## src/rtl/lsu.sv

```systemverilog
// Memory-stage load/store unit on a req/gnt/rvalid bus; stalls IF/ID/EX from acceptance until the response (>=3 cycles, +1 per wait).
// Build option LSU_MISALIGN_EXC_EN: misaligned half/word accesses skip the bus and pulse misalign instead.
module lsu #(
  parameter int unsigned RESP_TIMEOUT = 255
) (
  input  logic        clk,
  input  logic        rst,
  input  logic        EX_rmem,
  input  logic        EX_wmem,
  input  logic [1:0]  EX_mem_type,
  input  logic        EX_mem_sign,
  input  logic [31:0] EX_result,
  input  logic [31:0] EX_FD_rs2_data,
  output logic        lsu_stall,
  output logic [31:0] MEM_load_data,
  output logic        MEM_load_valid,
  output logic        bus_err,
`ifdef LSU_MISALIGN_EXC_EN
  output logic        misalign,
`endif
  output logic        dbus_req,
  output logic        dbus_we,
  output logic [31:0] dbus_addr,
  output logic [31:0] dbus_wdata,
  output logic [3:0]  dbus_be,
  input  logic        dbus_gnt,
  input  logic        dbus_rvalid,
  input  logic [31:0] dbus_rdata
);

  typedef enum logic [1:0] {IDLE, REQ, WAIT, DONE} state_t;

  state_t      state_q, state_d;
  logic [31:0] addr_q, addr_d;
  logic [1:0]  type_q, type_d;
  logic        sign_q, sign_d;
  logic        we_q, we_d;
  logic [31:0] wdata_q, wdata_d;
  logic [3:0]  be_q, be_d;
  logic [31:0] cnt_q, cnt_d;
  logic        err_q, err_d;
  logic [31:0] ldata_q, ldata_d;
  logic        mis_q, mis_d;

  logic [3:0]  fmt_be;
  logic [31:0] fmt_wdata;
  logic [31:0] shifted;
  logic [31:0] extracted;
  logic        timeout_hit;
  logic        misaligned_req;

  always_comb begin
    fmt_be    = 4'b1111;
    fmt_wdata = EX_FD_rs2_data;
    case (EX_mem_type)
      2'b00: begin
        fmt_be    = 4'b0001 << EX_result[1:0];
        fmt_wdata = {4{EX_FD_rs2_data[7:0]}};
      end
      2'b01: begin
        fmt_be    = EX_result[1] ? 4'b1100 : 4'b0011;
        fmt_wdata = {2{EX_FD_rs2_data[15:0]}};
      end
      default: ;
    endcase
  end

  always_comb begin
    shifted   = dbus_rdata;
    extracted = dbus_rdata;
    case (type_q)
      2'b00: begin
        shifted   = dbus_rdata >> {addr_q[1:0], 3'b000};
        extracted = {{24{sign_q & shifted[7]}}, shifted[7:0]};
      end
      2'b01: begin
        shifted   = dbus_rdata >> {addr_q[1], 4'b0000};
        extracted = {{16{sign_q & shifted[15]}}, shifted[15:0]};
      end
      default: ;
    endcase
  end

`ifdef LSU_MISALIGN_EXC_EN
  assign misaligned_req = ((EX_mem_type == 2'b01) && EX_result[0]) ||
                          (EX_mem_type[1] && (EX_result[1:0] != 2'b00));
`else
  assign misaligned_req = 1'b0;
`endif

  // Counter holds completed WAIT cycles, so WAIT lasts at most RESP_TIMEOUT cycles.
  assign timeout_hit = (RESP_TIMEOUT != 0) && ((cnt_q + 32'd1) == RESP_TIMEOUT);

  always_comb begin
    state_d   = state_q;
    addr_d    = addr_q;
    type_d    = type_q;
    sign_d    = sign_q;
    we_d      = we_q;
    wdata_d   = wdata_q;
    be_d      = be_q;
    cnt_d     = cnt_q;
    err_d     = err_q;
    ldata_d   = ldata_q;
    mis_d     = mis_q;
    lsu_stall = 1'b0;
    case (state_q)
      IDLE: begin
        if (EX_rmem || EX_wmem) begin
          lsu_stall = 1'b1;
          addr_d    = EX_result;
          type_d    = EX_mem_type;
          sign_d    = EX_mem_sign;
          we_d      = EX_wmem;
          wdata_d   = fmt_wdata;
          be_d      = fmt_be;
          cnt_d     = 32'd0;
          err_d     = 1'b0;
          mis_d     = misaligned_req;
          state_d   = misaligned_req ? DONE : REQ;
        end
      end
      REQ: begin
        lsu_stall = 1'b1;
        if (dbus_gnt) begin
          cnt_d   = 32'd0;
          state_d = WAIT;
        end
      end
      WAIT: begin
        lsu_stall = 1'b1;
        if (dbus_rvalid) begin
          if (!we_q) ldata_d = extracted;
          state_d = DONE;
        end else if (timeout_hit) begin
          err_d   = 1'b1;
          state_d = DONE;
        end else begin
          cnt_d = cnt_q + 32'd1;
        end
      end
      // EX still shows the finished instruction here, so nothing is accepted.
      DONE: state_d = IDLE;
      default: state_d = IDLE;
    endcase
  end

  always_ff @(posedge clk) begin
    if (rst) begin
      state_q <= IDLE;
      addr_q  <= 32'd0;
      type_q  <= 2'd0;
      sign_q  <= 1'b0;
      we_q    <= 1'b0;
      wdata_q <= 32'd0;
      be_q    <= 4'd0;
      cnt_q   <= 32'd0;
      err_q   <= 1'b0;
      ldata_q <= 32'd0;
      mis_q   <= 1'b0;
    end else begin
      state_q <= state_d;
      addr_q  <= addr_d;
      type_q  <= type_d;
      sign_q  <= sign_d;
      we_q    <= we_d;
      wdata_q <= wdata_d;
      be_q    <= be_d;
      cnt_q   <= cnt_d;
      err_q   <= err_d;
      ldata_q <= ldata_d;
      mis_q   <= mis_d;
    end
  end

  assign dbus_req       = (state_q == REQ);
  assign dbus_we        = we_q;
  assign dbus_addr      = {addr_q[31:2], 2'b00};
  assign dbus_wdata     = wdata_q;
  assign dbus_be        = be_q;
  assign MEM_load_data  = ldata_q;
  assign MEM_load_valid = (state_q == DONE) && !we_q && !err_q && !mis_q;
  assign bus_err        = (state_q == DONE) && err_q;
`ifdef LSU_MISALIGN_EXC_EN
  assign misalign       = (state_q == DONE) && mis_q;
`endif

endmodule

```

## config.mk

```make
export PLATFORM = sky130hd
export DESIGN_NAME = lsu
export DESIGN_NICKNAME = d
export VERILOG_FILES = /design/src/rtl/lsu.sv
export SDC_FILE = /design/constraint.sdc
export NUM_CORES = 1
export LEC_CHECK = 0
export CAP_MARGIN = 10
export CORE_ASPECT_RATIO = 0.8
export CORE_MARGIN = 10
export CORE_UTILIZATION = 51
export CTS_BUF_LIST = sky130_fd_sc_hd__clkbuf_8
export CTS_CLUSTER_SIZE = 12
export DETAILED_ROUTE_END_ITERATION = 6
export GPL_ROUTABILITY_DRIVEN = 0
export HOLD_SLACK_MARGIN = 0.02
export PLACE_DENSITY = 0.83
export SETUP_SLACK_MARGIN = 0.3
export SLEW_MARGIN = 25
export SYNTH_ARGS = -nofsm -noshare
export SYNTH_HDL_FRONTEND = slang
export SYNTH_SLANG_ARGS = --single-unit
```

## constraint.sdc

```tcl
create_clock -name clk -period 4 [get_ports clk]
set_clock_uncertainty 0.05 [all_clocks]
set_input_delay 0.8 -clock clk [delete_from_list [all_inputs] [get_ports clk]]
set_output_delay 0.8 -clock clk [all_outputs]
set_load 0.02 [all_outputs]
```

==> results of run 1 <==
[cell type report]
type | count | area, um2
antenna | 2 | 5.00
clock inverter | 14 | 180
clock buffer | 18 | 248
sequential | 139 | 2780
tap | 210 | 263
multi-input combinational | 749 | 4410
fill | 1271 | 4920
inverter | 17 | 63.8
timing repair buffer | 230 | 2240
[registers in the layout, summed over array words and instances, names as in the netlist]
name	count
MEM_load_data	32
addr_q	32
cnt_q	32
dbus_wdata	32
dbus_be	4
state_q	2
type_q	2
dbus_we	1
err_q	1
sign_q	1
[how the worst max path moves through the flow]
stage / from / end / slack [ns] / cells after the start
floorplan: cnt_q[1] / cnt_q[1] / 0.74 / 10
global placement: cnt_q[1] / cnt_q[0] / 0.44 / 10
detailed placement: cnt_q[0] / cnt_q[1] / 0.35 / 9
CTS: cnt_q[1] / cnt_q[1] / 0.33 / 9
global route: cnt_q[1] / cnt_q[0] / 0.32 / 10
finish: cnt_q[1] / state_q[1] / 0.46 / 9
[critical path: stages, from the launching register on]
cell	delay [ns]
dfxtp_1	0.48
ha_1	0.30
nand3_2	0.22
or4_2	0.66
o31ai_1	0.10
o211ai_1	0.11
or4b_1	0.58
or3_4	0.49
a31oi_1	0.27
mux2i_1	0.20
[cell usage after synthesis (all sizes together), types with 8 or more instances]
| library cell | count |
|---|---|
| a311oi | 9 |
| nor2b | 8 |
| inv | 17 |
| o211ai | 12 |
| o21ai | 44 |
| buf | 48 |
| nor4 | 17 |
| or3 | 8 |
| mux2i | 28 |
| nand3 | 33 |
| clkbuf | 74 |
| nor3b | 9 |
| a211oi | 40 |
| nand2b | 8 |
| a21oi | 70 |
| nor3 | 13 |
| nand4 | 12 |
| and3 | 8 |
| a22oi | 10 |
| dfxtp | 139 |
| nand2 | 205 |
| or4 | 13 |
| a31oi | 16 |
| nor2 | 86 |
[cells by family (layout without fill, tap and decap cells)]
family / Yosys count / after routing / share of synthesized area, %
and+or+nand+nor: 453 / 453 / 27.5
AOI/OAI and AO/OA: 242 / 242 / 19.9
buffers and inverters: 140 / 279 / 9.61
DFF: 139 / 139 / 35.1
muxes: 37 / 37 / 5.82
xor gates and xnor gates: 8 / 8 / 0.885
adders and majority gates: 7 / 7 / 1.11
other: 1 / 4 / 0.0474
[layer usage]
metal	GRT usage [%]	up-vias
li1	-	3862
met3	8.02	52
met1	28.4	3694
met2	35.4	360
met4	7.81	0
met5	0	-
[where the power goes]
| group | total (uW) | switching (uW) | internal [uW] |
|---|---|---|---|
| logic | 2250 | 1340 | 908 |
| clock network | 1250 | 558 | 688 |
| registers | 1770 | 142 | 1630 |
| total | 5270 | 2040 | 3230 |
[per-stage QoR]
step           util [%]  total power, uW  instance area (um2)  std cells  setup slack (ns)
4_1_cts            67.3             5280                10200       1377             0.332
5_1_grt            67.4             5560                10200       1378             0.315
3_5_place_dp       64.5             4050                 9750       1345             0.354
2_1_floorplan         -             3200                 7920       1028             0.744
6_report           67.4             5270                10200       1379             0.465
3_3_place_gp       64.5             4000                 9750       1345             0.443
==> impl_metrics.json, run 1 <==
{
  "ff2ff_path_depth": 9,
  "crit_path_start_kind": "flop",
  "fin_crit_ns": 3.54,
  "r2r-start": "cnt_q[1]",
  "io_buffer_count": 207,
  "cp_max_fo": 12,
  "slew_headroom_pct": 39.7,
  "dp_hpwl_mm": 18.1,
  "synthTopCellsByArea": "dfxtp_1 35%, nand2_1 9.7%, a21oi_1 4.4%, nor2_1 4.1%, a211oi_1 3.8%",
  "drt-initial-drc-count": 821,
  "drv_cap": 0,
  "syn2layout_area_growth_pct": 28.7,
  "grt_use_total_pct": 22.7,
  "min-delay-start": "dbus_wdata[3]",
  "ir_worst_vdd_v": 0.000413,
  "avgSynthCellArea_um2": 7.71,
  "drt_wl_total_mm": 25.2,
  "fin_nets": 1266,
  "cts_buffer_depth": 2,
  "yosysUniqueCellTypes": 80,
  "worstMarginPinSlew_ns": 0.903,
  "grt_pass1_wl_mm": 39.6,
  "drt_first_pass_iters": 5,
  "start_util_pct": 52.4,
  "cts_root_buf": "clkbuf_8",
  "mostFrequentLayoutCells": "206 x clkdlybuf4s50_1, 205 x nand2_1, 139 x dfxtp_1, 85 x nor2_1, 70 x a21oi_1",
  "fmaxAchievable_mhz": 283,
  "grt_max_degree": 90,
  "p_leak_uw": 0.00352,
  "clock-sinks": 139,
  "hold_end": "dbus_wdata[3]",
  "syn_inst": 1027,
  "die_h_um": 131,
  "async_flop_share_pct": 0,
  "min_path_type": "reg -> reg",
  "ctsHoldBuffers": 0,
  "core_area_mm2": 0.0151,
  "syn_area_mm2": 0.00792,
  "die_x_um": 159,
  "ys_ff_latch": 139,
  "vias_per_cell": 5.78,
  "wl_per_cell_um": 18.3,
  "whs_ns": 0.404,
  "clk_pin_slew_worst_paths_ns": 0.07,
  "vias": 7968,
  "wl_met2_mm": 11.4,
  "layout-drive-gt1-share_pct": 8.40,
  "grt-ovfl-total": 0,
  "post_cts_resized": 0,
  "ys.flop_type": "dfxtp_1",
  "period_share_pct": 88.4,
  "cts_tree": "yes",
  "rsz0062_at_grt": "false",
  "hold_violations": 0,
  "cts_setup_buffers": 0,
  "clock_latency_ns": 0.46,
  "outcome": "complete, no violations",
  "r2r-end": "state_q[1]",
  "power_density_mw_per_mm2": 517,
  "yosysSeqAreaShare_pct": 35.1,
  "rows": 40,
  "yosysTopAreaCell": "dfxtp_1",
  "met3_wirelength_mm": 2.40,
  "h-tree-depth": 4,
  "dr.max_layer_used": "met4",
  "setup-violations-final": 0,
  "die_area_mm2": 0.0209,
  "slew_viol_final": 0,
  "pin_count": 210,
  "crit_arrival_ns": 3.88,
  "antenna_found_initial": 1,
  "met1_length_mm": 10.8,
  "grt_pass1_vias": 7372,
  "yosys_warnings": 0,
  "drc": 0,
  "route.antenna.remaining_nets": 0,
  "required_ns": 4.34,
  "worstSetupEndpointType": "flop",
  "r2r_setup_slack_ns": 0.46,
  "cts_buffers": 17,
  "fin_setup_tns_ns": 0,
  "final_common_cell": "clkdlybuf4s50_1",
  "holdPathStages": 2,
  "synth_edf_count": 0,
  "crit_type": "reg -> reg",
  "synth_top_area_share_pct": 35.1
}
Power figures use the tool's default switching activity.
==> inputs of run 2 (changes only) <==
- CAP_MARGIN: 10 -> 40
==> impl_metrics.json, run 2 (synthesis results as in run 1) <==
{
  "crit_arrival_ns": 3.86,
  "setup-violations-final": 0,
  "grt_pass1_vias": 7357,
  "antenna_found_initial": 0,
  "drt_wl_total_mm": 24.7,
  "p_leak_uw": 0.00352,
  "fin_crit_ns": 3.54,
  "ir_worst_vdd_v": 0.000353,
  "layout-drive-gt1-share_pct": 8.66,
  "vias": 8017,
  "grt_use_total_pct": 22.6,
  "h-tree-depth": 4,
  "vias_per_cell": 5.83,
  "pin_count": 210,
  "fin_setup_tns_ns": 0,
  "mostFrequentLayoutCells": "206 x clkdlybuf4s50_1, 205 x nand2_1, 139 x dfxtp_1, 85 x nor2_1, 70 x a21oi_1",
  "hold_violations": 0,
  "fill_cells": 1261,
  "drt_first_pass_iters": 7,
  "fmaxAchievable_mhz": 283,
  "drt-initial-drc-count": 889,
  "outcome": "complete, no violations",
  "die_area_mm2": 0.0209,
  "cts_tree": "yes",
  "syn2layout_area_growth_pct": 28.9,
  "dr.max_layer_used": "met4",
  "dp_hpwl_mm": 18.1,
  "postPlaceCellArea_mm2": 0.00976,
  "clock_latency_ns": 0.44,
  "ctsHoldBuffers": 0,
  "rows": 40,
  "worstSetupEndpointType": "flop",
  "met3_wirelength_mm": 2.65,
  "clock-sinks": 139,
  "final_common_cell": "clkdlybuf4s50_1",
  "route.antenna.remaining_nets": 0,
  "whs_ns": 0.403,
  "drc": 0,
  "antennaDiodeCount": 0,
  "grt-ovfl-total": 0,
  "met1_length_mm": 10.2,
  "slew_viol_final": 0,
  "crit_type": "reg -> reg",
  "power_density_mw_per_mm2": 511,
  "rsz0062_at_grt": "false",
  "design_area_mm2": 0.0102,
  "p_total_uw": 5220,
  "worstMarginPinSlew_ns": 0.778,
  "clk_pin_slew_worst_paths_ns": 0.07,
  "grt_max_degree": 90,
  "die_x_um": 159,
  "wl_per_cell_um": 18.0,
  "die_h_um": 131,
  "crit_path_start_kind": "flop",
  "drv_cap": 0,
  "start_util_pct": 52.4,
  "io_buffer_count": 207,
  "cts_buffer_depth": 2,
  "slew_headroom_pct": 48.1,
  "required_ns": 4.33,
  "wl_met2_mm": 11.3,
  "grt_pass1_wl_mm": 39.7,
  "fin_nets": 1268,
  "cts_root_buf": "clkbuf_8",
  "cts_buffers": 17,
  "min_path_type": "reg -> reg",
  "cp_max_fo": 12,
  "period_share_pct": 88.5,
  "core_area_mm2": 0.0151
}
[run 2: power by group]
| group | switching [uW] | internal, uW | total, uW |
|---|---|---|---|
| Clock | 519 | 643 | 1160 |
| Combinational | 1350 | 937 | 2280 |
| Sequential | 142 | 1630 | 1770 |
[run 2: path summary, 6_finish.rpt]
check,to,cells after the start,from,slack (ns)
max reg2reg,state_q[1],9,cnt_q[1],0.46
min reg2reg,dbus_wdata[4],2,dbus_wdata[4],0.40
max,state_q[1],9,cnt_q[1],0.46
min,dbus_wdata[4],2,dbus_wdata[4],0.40
[run 2: area by class of cell]
cell class | instances | area, um2 | share of cell area [%]
Sequential cell | 139 | 2780 | 27.3
Clock buffer | 23 | 317 | 3.10
Inverter | 17 | 63.8 | 0.625
Tap cell | 210 | 263 | 2.58
Multi-Input combinational cell | 749 | 4410 | 43.3
Timing Repair Buffer | 232 | 2280 | 22.3
Clock inverter | 6 | 86.3 | 0.846
[run 2: routing by layer]
metal	GRT usage [%]	vias to the layer above
met5	0	-
met4	6.78	0
met3	8.43	39
met2	35.5	416
met1	28.3	3695
li1	-	3867
[run 2: what timing repair did]
| action | in CTS | in global routing |
|---|---|---|
| setup endpoints to repair | 0 | 11 |
| gates resized for setup | 0 | 4 |
| setup buffers | 0 | 0 |
[run 2: worst max-delay path, stage by stage (launching register included)]
cell      delay, ns
dfxtp_1        0.48
ha_1           0.30
nand3_2        0.21
or4_2          0.65
o31ai_1        0.11
o211ai_1       0.11
or4b_1         0.58
or3_4          0.49
a31oi_1        0.28
mux2i_1        0.21
[run 2: per-stage QoR]
step,util [%],std cells,worst slack [ns]
floorplan,-,1028,0.744
global placement,64.5,1345,0.443
detailed placement,64.6,1346,0.385
CTS,67.2,1375,0.360
global route,67.5,1376,0.315
finish,67.5,1376,0.462
==> inputs of run 3 (changes only) <==
- CORE_UTILIZATION: 51 -> 46
- PLACE_DENSITY: 0.83 -> 0.79
- clock period: 4 -> 2.9 ns (I/O delays scaled with it)
==> impl_metrics.json, run 3 (synthesis results as in run 1) <==
{
  "dp_hpwl_mm": 19.9,
  "crit_path_start_kind": "flop",
  "rsz0062_at_grt": "true",
  "slew_headroom_pct": 50.3,
  "hold_end": "dbus_wdata[0]",
  "cts_buffer_depth": 2,
  "start_util_pct": 47.4,
  "setup-violations-final": 17,
  "power_density_mw_per_mm2": 645,
  "route.antenna.remaining_nets": 0,
  "antenna_found_initial": 0,
  "cts_root_buf": "clkbuf_8",
  "cts_tree": "yes",
  "period_share_pct": 104,
  "die_x_um": 167,
  "clock_latency_ns": 0.45,
  "min-delay-start": "dbus_wdata[0]",
  "h-tree-depth": 4,
  "netSwitchingFraction_pct": 40.1,
  "grt_use_total_pct": 22.3,
  "clk_pin_slew_worst_paths_ns": 0.09,
  "fin_nets": 1365,
  "antennaDiodeCount": 0,
  "ir_worst_vdd_v": 0.000413,
  "slew_viol_final": 0,
  "worstMarginPinSlew_ns": 0.746,
  "finalWorstSetupSlack_ns": -0.130,
  "clock-sinks": 139,
  "pwr-share-seq_pct": 33.3,
  "grt_pass1_vias": 7858,
  "hold_violations": 0,
  "drt_first_pass_iters": 5,
  "cts_buffers": 17,
  "p_int_uw": 4370,
  "cp_max_fo": 9,
  "grt-ovfl-total": 0,
  "drc": 0,
  "vias": 8420,
  "vias_per_cell": 5.67,
  "p_leak_uw": 0.00407,
  "grt_pass1_wl_mm": 42.4,
  "syn2layout_area_growth_pct": 42.8,
  "fmaxAchievable_mhz": 330,
  "outcome": "finished, violations left",
  "die_area_mm2": 0.0229,
  "drt-initial-drc-count": 917,
  "comb_power_share_pct": 44.6,
  "rows": 42,
  "wl_per_cell_um": 18.3,
  "switchingPower_uw": 2930,
  "pin_count": 210,
  "crit_arrival_ns": 3.35,
  "ff2ff_path_depth": 10,
  "drv_cap": 0,
  "post-place-ws_ns": -0.153,
  "grt_max_degree": 69,
  "core_area_mm2": 0.0167,
  "ctsHoldBuffers": 0,
  "r2r-end": "cnt_q[28]",
  "holdPathStages": 2,
  "fin_util_pct": 67.7,
  "die_h_um": 137,
  "drt_wl_total_mm": 27.2,
  "clock_power_share_pct": 22.1,
  "violations": "negative setup slack",
  "mostFrequentLayoutCells": "204 x nand2_1, 204 x clkdlybuf4s50_1, 124 x dfxtp_1, 103 x buf_4, 85 x nor2_1",
  "layout-drive-gt1-share_pct": 19.8,
  "min_path_type": "reg -> reg",
  "worstSetupEndpointType": "flop",
  "fin_crit_ns": 3.03,
  "r2r_setup_slack_ns": -0.13,
  "crit_type": "reg -> reg",
  "io_buffer_count": 207,
  "r2r-start": "cnt_q[10]",
  "required_ns": 3.22
}
-- run 3: through the flow --
stage	TNS, ns	hold WS (ns)	area (um2)	cells	power, uW
detailed placement	-1.15	0.396	10600	1445	5710
finish	-1.36	0.405	11300	1486	7300
global placement	-0.489	0.391	10600	1444	5630
global route	-3.22	0.423	11300	1486	7710
CTS	-0.977	0.407	11100	1482	7330
floorplan	0	0.387	8050	1028	4430
-- run 3: layout make-up --
cell class	count	area (um2)
Fill cell	1320	5400
Multi-Input combinational cell	749	4680
Clock buffer	17	234
Clock inverter	15	165
Sequential cell	139	2810
Inverter	17	63.8
Timing Repair Buffer	329	3080
Tap cell	220	275
-- run 3: repair_timing --
item,in CTS,in global routing
cloned,0,0
endpoints found under the setup margin,22,22
pin swaps,13,21
buffers inserted,5,4
gates resized for setup,39,36
-- run 3: power by group through the flow --
stage                     sequential [uW]  combinational, uW  clock (uW)
after global routing                 2470               3530        1720
after CTS                            2430               3270        1640
final                                2430               3260        1610
after floorplan                      2700               1730           0
after global placement               2450               3180           0
after detailed placement             2470               3240           0
-- run 3: worst max-delay path, stage by stage, from the launching register on --
cell,delay [ns]
dfxtp_4,0.38
nand3_4,0.07
or4_4,0.59
buf_6,0.16
o31ai_4,0.19
o211ai_1,0.11
or4b_1,0.53
or3_4,0.44
buf_12,0.16
a21o_1,0.15
a31oi_1,0.12
-- run 3: layer usage --
metal  routed length (um)  global-route usage, %
met4                  425                   5.21
met1                11600                   28.8
met5                    0                      0
met3                 2570                   7.60
met2                12600                   35.4
-- run 3: worst max path at each step --
stage / startpoint / end / slack, ns
final: cnt_q[10] / cnt_q[28] / -0.13
after global routing: cnt_q[10] / cnt_q[18] / -0.24
after CTS: cnt_q[6] / cnt_q[28] / -0.11
after detailed placement: cnt_q[10] / cnt_q[8] / -0.15
after global placement: cnt_q[6] / cnt_q[14] / -0.07
after floorplan: cnt_q[10] / state_q[1] / 0.03
